File: config.mk
export PLATFORM = sky130hd
export DESIGN_NAME = bank_joltage_scan
export DESIGN_NICKNAME = d
export VERILOG_FILES = /design/src/rtl/day3_pkg.sv /design/src/rtl/jolt_pair_update.sv /design/src/rtl/bank_joltage_scan.sv
export SDC_FILE = /design/constraint.sdc
export NUM_CORES = 1
export LEC_CHECK = 0
export CORE_ASPECT_RATIO = 1.1
export CORE_MARGIN = 2
export CORE_UTILIZATION = 45
export DETAILED_ROUTE_END_ITERATION = 8
export PLACE_DENSITY = 0.74
export SLEW_MARGIN = 20
export SYNTH_ARGS = -nofsm -noshare
export SYNTH_HDL_FRONTEND = slang
export SYNTH_SLANG_ARGS = --single-unit
File: constraint.sdc
create_clock -name clk -period 3.38 [get_ports clk]
set_clock_uncertainty 0.15 [all_clocks]
set_input_delay 0.507 -clock clk [delete_from_list [all_inputs] [get_ports clk]]
set_output_delay 0.507 -clock clk [all_outputs]
set_load 0.02 [all_outputs]
File: src/rtl/day3_pkg.sv
// Shared constants and byte classification for the day-3 joltage datapath.
package day3_pkg;

  localparam logic [7:0] ASCII_NL = 8'h0A;
  localparam logic [7:0] ASCII_0  = 8'h30;
  localparam logic [7:0] ASCII_9  = 8'h39;
  localparam int         DIGIT_W  = 4;
  localparam int         JOLT_W   = 7;

  typedef enum logic [1:0] {
    BC_DIGIT,
    BC_NL,
    BC_OTHER
  } byte_class_e;

  function automatic logic is_digit(input logic [7:0] b);
    return (b >= ASCII_0) && (b <= ASCII_9);
  endfunction

  function automatic byte_class_e classify(input logic [7:0] b);
    if (is_digit(b))        return BC_DIGIT;
    else if (b == ASCII_NL) return BC_NL;
    else                    return BC_OTHER;
  endfunction

endpackage

File: src/rtl/jolt_pair_update.sv
// Combinational step of the best-pair scan: folds one new digit into the
// running (max leading digit, best two-digit value) pair.
module jolt_pair_update
  import day3_pkg::*;
(
  input  logic              have_first,
  input  logic [DIGIT_W-1:0] max_d,
  input  logic [JOLT_W-1:0]  best,
  input  logic [DIGIT_W-1:0] d,
  output logic [DIGIT_W-1:0] next_max_d,
  output logic [JOLT_W-1:0]  next_best
);

  logic [JOLT_W-1:0] md_ext;
  logic [JOLT_W-1:0] cand;

  // 10*max_d + d built from shifts; worst case 99 fits in JOLT_W bits.
  always_comb begin
    md_ext     = JOLT_W'(max_d);
    cand       = (md_ext << 3) + (md_ext << 1) + JOLT_W'(d);
    next_best  = best;
    next_max_d = d;
    if (have_first) begin
      if (cand > best) next_best = cand;
      next_max_d = (d > max_d) ? d : max_d;
    end
  end

endmodule

File: src/rtl/bank_joltage_scan.sv
// Streaming scanner: turns an ASCII stream of battery banks (one per line)
// into one best two-digit joltage per bank, through a 1-deep output register.
module bank_joltage_scan
  import day3_pkg::*;
#(
  parameter int OUT_W = 32,
  parameter int CNT_W = 8
) (
  input  logic             clk,
  input  logic             rst,
  input  logic [7:0]       in_data,
  input  logic             in_valid,
  output logic             in_ready,
  output logic [OUT_W-1:0] out_data,
  output logic             out_err,
  output logic             out_valid,
  input  logic             out_ready,
  output logic [15:0]      bank_cnt
);

  function automatic logic [CNT_W-1:0] sat_inc(input logic [CNT_W-1:0] v);
    return (v == {CNT_W{1'b1}}) ? v : v + 1'b1;
  endfunction

  byte_class_e        cls;
  logic               accept;
  logic               dig_acc;
  logic               nl_acc;
  logic               load;
  logic               out_hs;
  logic [DIGIT_W-1:0] d;

  logic               have_first;
  logic [DIGIT_W-1:0] max_d;
  logic [JOLT_W-1:0]  best;
  logic [CNT_W-1:0]   dcnt;
  logic [DIGIT_W-1:0] next_max_d;
  logic [JOLT_W-1:0]  next_best;

  // Byte classification and handshake decode; one ready rule for every byte
  // class keeps results in stream order.
  always_comb begin
    cls      = classify(in_data);
    in_ready = ~out_valid | out_ready;
    accept   = in_valid & in_ready;
    dig_acc  = accept && (cls == BC_DIGIT);
    nl_acc   = accept && (cls == BC_NL);
    load     = nl_acc && (dcnt != '0);
    out_hs   = out_valid & out_ready;
    d        = in_data[DIGIT_W-1:0];
  end

  jolt_pair_update u_update (
    .have_first (have_first),
    .max_d      (max_d),
    .best       (best),
    .d          (d),
    .next_max_d (next_max_d),
    .next_best  (next_best)
  );

  // Per-bank scan state: folds digits in, clears when a result is loaded.
  always_ff @(posedge clk) begin
    if (rst) begin
      have_first <= 1'b0;
      max_d      <= '0;
      best       <= '0;
      dcnt       <= '0;
    end else if (load) begin
      have_first <= 1'b0;
      max_d      <= '0;
      best       <= '0;
      dcnt       <= '0;
    end else if (dig_acc) begin
      have_first <= 1'b1;
      max_d      <= next_max_d;
      best       <= next_best;
      dcnt       <= sat_inc(dcnt);
    end
  end

  // Output skid register: reload wins over drain so back-to-back results
  // leave no bubble.
  always_ff @(posedge clk) begin
    if (rst) begin
      out_valid <= 1'b0;
      out_data  <= '0;
      out_err   <= 1'b0;
    end else if (load) begin
      out_valid <= 1'b1;
      if (dcnt == CNT_W'(1)) begin
        out_data <= '0;
        out_err  <= 1'b1;
      end else begin
        out_data <= {{(OUT_W-JOLT_W){1'b0}}, best};
        out_err  <= 1'b0;
      end
    end else if (out_hs) begin
      out_valid <= 1'b0;
    end
  end

  // Count of results taken downstream; wraps naturally at 16 bits.
  always_ff @(posedge clk) begin
    if (rst)         bank_cnt <= '0;
    else if (out_hs) bank_cnt <= bank_cnt + 16'd1;
  end

endmodule
Word-level counts from Yosys, hierarchy flattened
Cells that the tools add are included.
{"block": "op_classes", "add_sub_neg": 4, "mul": 0, "div": 0, "order_cmp": 4, "n_eq_ne": 5, "shifts": 0, "muxes": 8, "n_bitwise": 5, "reduce_logical": 11}
{"op": "$add A16 B1 Y16 const B", "count": 1}
{"op": "$add A8 B1 Y8 const B", "count": 1}
{"op": "$eq A8 B1 Y1 const B", "count": 1}
{"op": "$eq A8 B4 Y1 const B", "count": 1}
{"op": "$eq A8 B8 Y1 const B", "count": 1}
{"op": "$ge A8 B6 Y1 const B", "count": 1}
{"op": "$le A8 B6 Y1 const B", "count": 1}
{"op": "$mux W4", "count": 2}
{"op": "$reduce_bool A8 Y1", "count": 1}
{"op": "$add A7 B4 Y7", "count": 1}
{"op": "$add A7 B5 Y7", "count": 1}
{"op": "$gt A7 B7 Y1", "count": 1}
{"op": "$mux W7", "count": 1}
{"op": "$gt A4 B4 Y1", "count": 1}
{"op": "$logic_and A1 B1 Y1", "count": 4}
{"op": "$mux W2", "count": 2}
{"op": "$reduce_and A2 Y1", "count": 2}
{"op": "$mux W1", "count": 3}
{"op": "$reduce_and A3 Y1", "count": 1}
{"op": "$and A1 B1 Y1", "count": 2}
{"op": "$eq A2 B1 Y1 const B", "count": 1}
{"op": "$logic_not A2 Y1", "count": 1}
{"op": "$ne A2 B1 Y1 const B", "count": 1}
{"op": "$not A1 Y1", "count": 2}
{"op": "3 further kinds", "count": 3}
{"block": "totals", "reg_bits": 70, "latch_bits": 0, "ram_bits": 0, "romBits": 0, "in_bits": 12, "output_inout_bits": 51, "word_cells": 45, "n_memories": 0}

Logic depth before layout (Yosys ltp)
{"block": "depth", "depth_word": 7, "mapped_depth": 13}

Modules after synthesis
A second synthesis with hierarchy kept.
{"block": "hier_totals", "hier_cells": 312, "area_unflattened_um2": 2826.5}
{"module": "bank_joltage_scan", "instances": 1, "cells_per_inst": 238, "area_per_inst_um2": 2170.8, "seq_area_each_um2": 900.9}
{"module": "jolt_pair_update", "instances": 1, "cells_per_inst": 74, "area_per_inst_um2": 655.6, "seq_area_each_um2": 0.0}

Least setup slack after synthesis
OpenSTA, ideal clock, no wires.
{"block": "synth_path", "path_kind": "in2reg", "start": "input in_data[3]", "end": "register best[0]", "arrival_time_ns": 3.425, "required_ns": 3.115, "setup_slack_ns": -0.310, "stages": 13, "path_cell_list": "inv_1 > fa_1 > inv_1 > fa_1 > a21o_1 > a21oi_1 > xnor2_1 > ha_1 > nand3_1 > a211o_1 > a311oi_4 > mux2i_1 > nor2_2"}
{"block": "synth_between", "elab_cells_between_ends": 15, "cone_classes": "1 x add/sub; 3 x order compare; 2 x eq/ne; 2 x mux; 7 x reduce/logical"}
{"item": "start, declared", "line": "bank_joltage_scan.sv:11", "rtl": "input logic [7:0] in_data,"}
{"item": "$add A7 B4 Y7", "line": "jolt_pair_update.sv:20", "rtl": "cand = (md_ext << 3) + (md_ext << 1) + JOLT_W'(d);"}
{"item": "via u_update.cand[6]", "line": "jolt_pair_update.sv:15", "rtl": "logic [JOLT_W-1:0] cand;"}
{"item": "$gt A7 B7 Y1", "line": "jolt_pair_update.sv:24", "rtl": "if (cand > best) next_best = cand;"}
{"item": "$reduce_and A3 Y1 (no line)"}
{"item": "end signal, assigned", "line": "bank_joltage_scan.sv:77", "rtl": "best <= next_best;"}
{"item": "end, declared", "line": "bank_joltage_scan.sv:35", "rtl": "logic [JOLT_W-1:0] best;"}
The timed path passes the listed nets, and every way through them passes these cells.
A chain may end at the register's enable or synchronous reset.

Final worst setup path
{"block": "layout_path", "start": "register max_d[0]", "end": "register best[0]"}
{"block": "layout_between", "elab_chain_cells": 4}
{"item": "start, declared", "line": "bank_joltage_scan.sv:34", "rtl": "logic [DIGIT_W-1:0] max_d;"}
{"item": "start signal, assigned", "line": "bank_joltage_scan.sv:76", "rtl": "max_d <= next_max_d;"}
{"item": "$add A7 B5 Y7", "line": "jolt_pair_update.sv:20"}
{"item": "$add A7 B4 Y7", "line": "jolt_pair_update.sv:20"}
{"item": "via u_update.cand[6]", "line": "jolt_pair_update.sv:15"}
{"item": "$gt A7 B7 Y1", "line": "jolt_pair_update.sv:24"}
{"item": "$reduce_and A3 Y1 (no line)"}
The timed path passes the listed nets, and every way through them passes these cells.

==> results.tsv <==
stage	metric	value	unit
outcome	status	finished, violations left	
outcome	violated checks	setup timing	
floorplanning	I/O Pins	63	
drt	Detailed Routing Iterations Pass 1	4	
cts	clk sinks	45	
logic_synthesis	Synth area leaders	dfxtp_1 (34%), ha_1 (10%), buf_4 (7.4%)	
sta	final worst slack	-0.0148	ns
global_route	antenna violations before repair	0	
sta	final hold viol count	0	
global_route	gr usage total	0.167	
logic_synthesis	most area-hungry cell type in the Yosys netlist	dfxtp_1	
setup_path	CP max stage delay	0.51	ns
logic_synthesis	#FFs+latches synth	45	
setup_path	required time of the worst setup path	3.41	ns
sta	final period demand of the worst path	3.39	ns
global_route	grt total ovfl	0	
setup_path	worst-path fanout max	3	
power	Peak VDD IR	146	uV
sta	Hold Slack	0.336	ns
setup_path	reg2reg start	max_d[0]	
drt	mean number of vias per cell	4.94	
setup_path	Worst path slowest cell	fa_1	
floorplanning	Die Span Y	84.1	um
global_route	global-route wire length before repair	8.82	mm
setup_path	flop2flop setup slack	-0.01	ns
logic_synthesis	Avg Synthesized Cell Area	8.92	um^2
placed_design	dpl hpwl	4.09	mm
logic_synthesis	Post-Syn Instances	294	
logic_synthesis	top cell type's share of synthesized area	0.344	
floorplanning	Core ar.	0.00570	mm^2
drt	Detailed Route Iter0 Violations	58	
cells_and_area	layout cell share with drive strength beyond 1	0.158	
placed_design	placed cell areas	0.00309	mm^2
cts	CTS clock-pin slew for the worst setup and hold paths	0.08	ns
logic_synthesis	Post-synth EDFFs	0	
sta	Finish-stage setup viols	2	
sta	Final period util	1.00	
sta	worst slew pin tran	0.602	ns
drt	antenna-violating nets left	0	
floorplanning	Die Area	0.00645	mm^2
power	Leakage	0.00131	uW
setup_path	family with the most delay on the worst path	adder cells	
floorplanning	initial core utilization	0.460	
logic_synthesis	cell area after synthesis	0.00262	mm^2
setup_path	WP depth	14	
setup_path	worst setup path class	flop to flop	
min_path	worst min-delay path category	flop to flop	
setup_path	WP data arrival	3.42	ns
drt	Total Wirelength	5.25	mm
cells_and_area	Finished Cell Area	0.00325	mm^2
logic_synthesis	Synth cell types	46	
setup_path	CP Launch Type	flop	
sta	Final Max Tran Viols	0	
drt	# DRC	0	
setup_path	Critical Path End Type	flop	
cts	CTS buffer count	5	
cts	Clock Path Buffers	2	
cts	CTS tree	yes	
cts	clk_lat worst skew	0.30	ns
setup_path	crit path from	max_d[0]	
setup_path	Top cell by count, worst path	inv_2	
cts	H-tree depth	2	
drt	vias after detailed routing	2099	
placed_design	Port Buf Inserts	37	
drt	per-cell routed wire length	12.4	um
global_route	pin count of the biggest net entering global routing	21	
logic_synthesis	ys async rst share	0	
setup_path	reg2reg path depth	14	
placed_design	Post-Place Setup Slack	-0.833	ns
floorplanning	std cell rows	29	
flow_run	MaxCap Viol Count	0	
sta	fmax	295	MHz
setup_path	worst-path cell chain	inv_2, fa_1, inv_2, fa_2, a21o_1, a21oi_2, xnor2_1, ha_1, nand3_2, a211o_1, a311oi_4, buf_6, mux2i_2, nor2_2	
setup_path	WP buf/inv	3	
power	pwr dens	313	mW/mm^2
sta	Slew HR	0.597	
setup_path	RR Endpoint	best[0]	
setup_path	critical path endpoint	best[0]	
cts	CTS Root Cell	clkbuf_8	
cells_and_area	Layout Nets	384	
logic_synthesis	Seq/Total Area, Yosys	0.344	
cells_and_area	area growth from synthesis to layout	24.0	%
logic_synthesis	Ys Warns	0	
sta	RSZ-0062 raised after global routing	true	
global_route	number of global-route vias before repair	2005	
floorplanning	DIE WIDTH	76.8	um
placed_design	Placer Congestion	0.807	
cells_and_area	Antenna diodes	0	
logic_synthesis	top_reg_cell synth	dfxtp_1	
what timing repair did:
action,4_1_cts,5_1_grt
hold buffers,0,0
buffers inserted,1,0
resized for setup,19,3
setup endpoints to repair,7,7
pin swaps,11,0
flip-flops by register name, summed over array words and instances, names as in the netlist:
name and flops:
dcnt 8, best 7, out_valid 1, bank_cnt 16
max_d 4, have_first 1, out_data 7, out_err 1
cells in the final DEF, fill, tap and decap left out, types with 4 or more instances in the layout:
cell | netlist | final
or3_1 | 4 | 4
nand3_1 | 14 | 13
and3_1 | 6 | 6
nor2_2 | 8 | 8
nor2_1 | 25 | 25
nor3_1 | 5 | 5
o21ai_0 | 7 | 7
buf_4 | 26 | 16
conb_1 | 1 | 25
ha_1 | 22 | 19
inv_1 | 25 | 21
clkbuf_8 | 0 | 5
clkdlybuf4s50_1 | 0 | 34
mux2i_1 | 8 | 6
a21oi_1 | 15 | 12
xor2_1 | 7 | 7
nand4_1 | 7 | 7
nand2_1 | 10 | 10
a22o_1 | 7 | 7
dfxtp_1 | 45 | 43
xnor2_1 | 14 | 14
worst min-delay path by stage:
stage	startpoint	endpoint	slack [ns]	depth (start not counted)
floorplan	best[1]	out_data[1]	0.31	1
global placement	out_data[2]	out_data[2]	0.31	1
detailed placement	out_data[2]	out_data[2]	0.32	1
CTS	out_data[0]	out_data[0]	0.34	1
global route	out_data[0]	out_data[0]	0.36	1
finish	out_data[0]	out_data[0]	0.34	1
area by class of cell:
cell class	count	area, um^2
clock buffer	5	68.8
inverter	25	101
clock inverter	2	35.0
fill	535	2450
sequential	45	903
tap	77	96.3
multi-input combinational	216	1530
timing repair buffer	55	512
report_power, final:
group          switching, uW  leakage [uW]  total [uW]  internal [uW]
Sequential              1.00      0.000363         531            530
Combinational           62.3      0.000892        95.9           33.5
Clock                    175     0.0000540         390            215
kinds of logic after synthesis:
kind of cell    count (synthesis)  share of synthesized area
compound gates                 43                      0.113
other cells                     1                    0.00143
simple gates                   95                      0.195
flops                          45                      0.344
buf+inv                        57                      0.126
xor+xnor                       21                     0.0701
fa+ha+maj                      24                      0.120
mux                             8                     0.0305
stage by stage:
stage / TNS, ns / util / std cells / power, uW
after floorplan: -1.16 / - / 318 / 629
after global placement: -5.19 / 0.542 / 417 / 635
after detailed placement: -5.74 / 0.542 / 417 / 637
after CTS: -0.0269 / 0.569 / 425 / 1030
after global routing: -0.932 / 0.571 / 425 / 1060
final: -0.0155 / 0.571 / 425 / 1020
per-layer routing:
layer  vias to the layer above  wire length (um)  track usage
met3                        10               197       0.0325
met2                        52              2630        0.298
met4                         0               102       0.0595
li1                       1065                 -            -
met1                       972              2320        0.197
met5                         -                 0            0
synthesized netlist by cell type, types with 2 or more instances:
cell type / number
inv_1: 25
a22o_1: 7
nand3_1: 14
o21ai_0: 7
dfxtp_1: 45
nor4_1: 2
nand2b_1: 2
or3_1: 4
mux2i_1: 8
nor2_2: 8
nor4_2: 2
a21o_1: 3
nand4_1: 7
and2_1: 2
nor3_1: 5
clkbuf_1: 3
o21ai_1: 3
fa_1: 2
nand2_1: 10
xor2_1: 7
ha_1: 22
nor2_1: 25
xnor2_1: 14
a21oi_1: 15
and3_1: 6
buf_4: 26
Note: power is estimated with default switching activity, not from simulation.
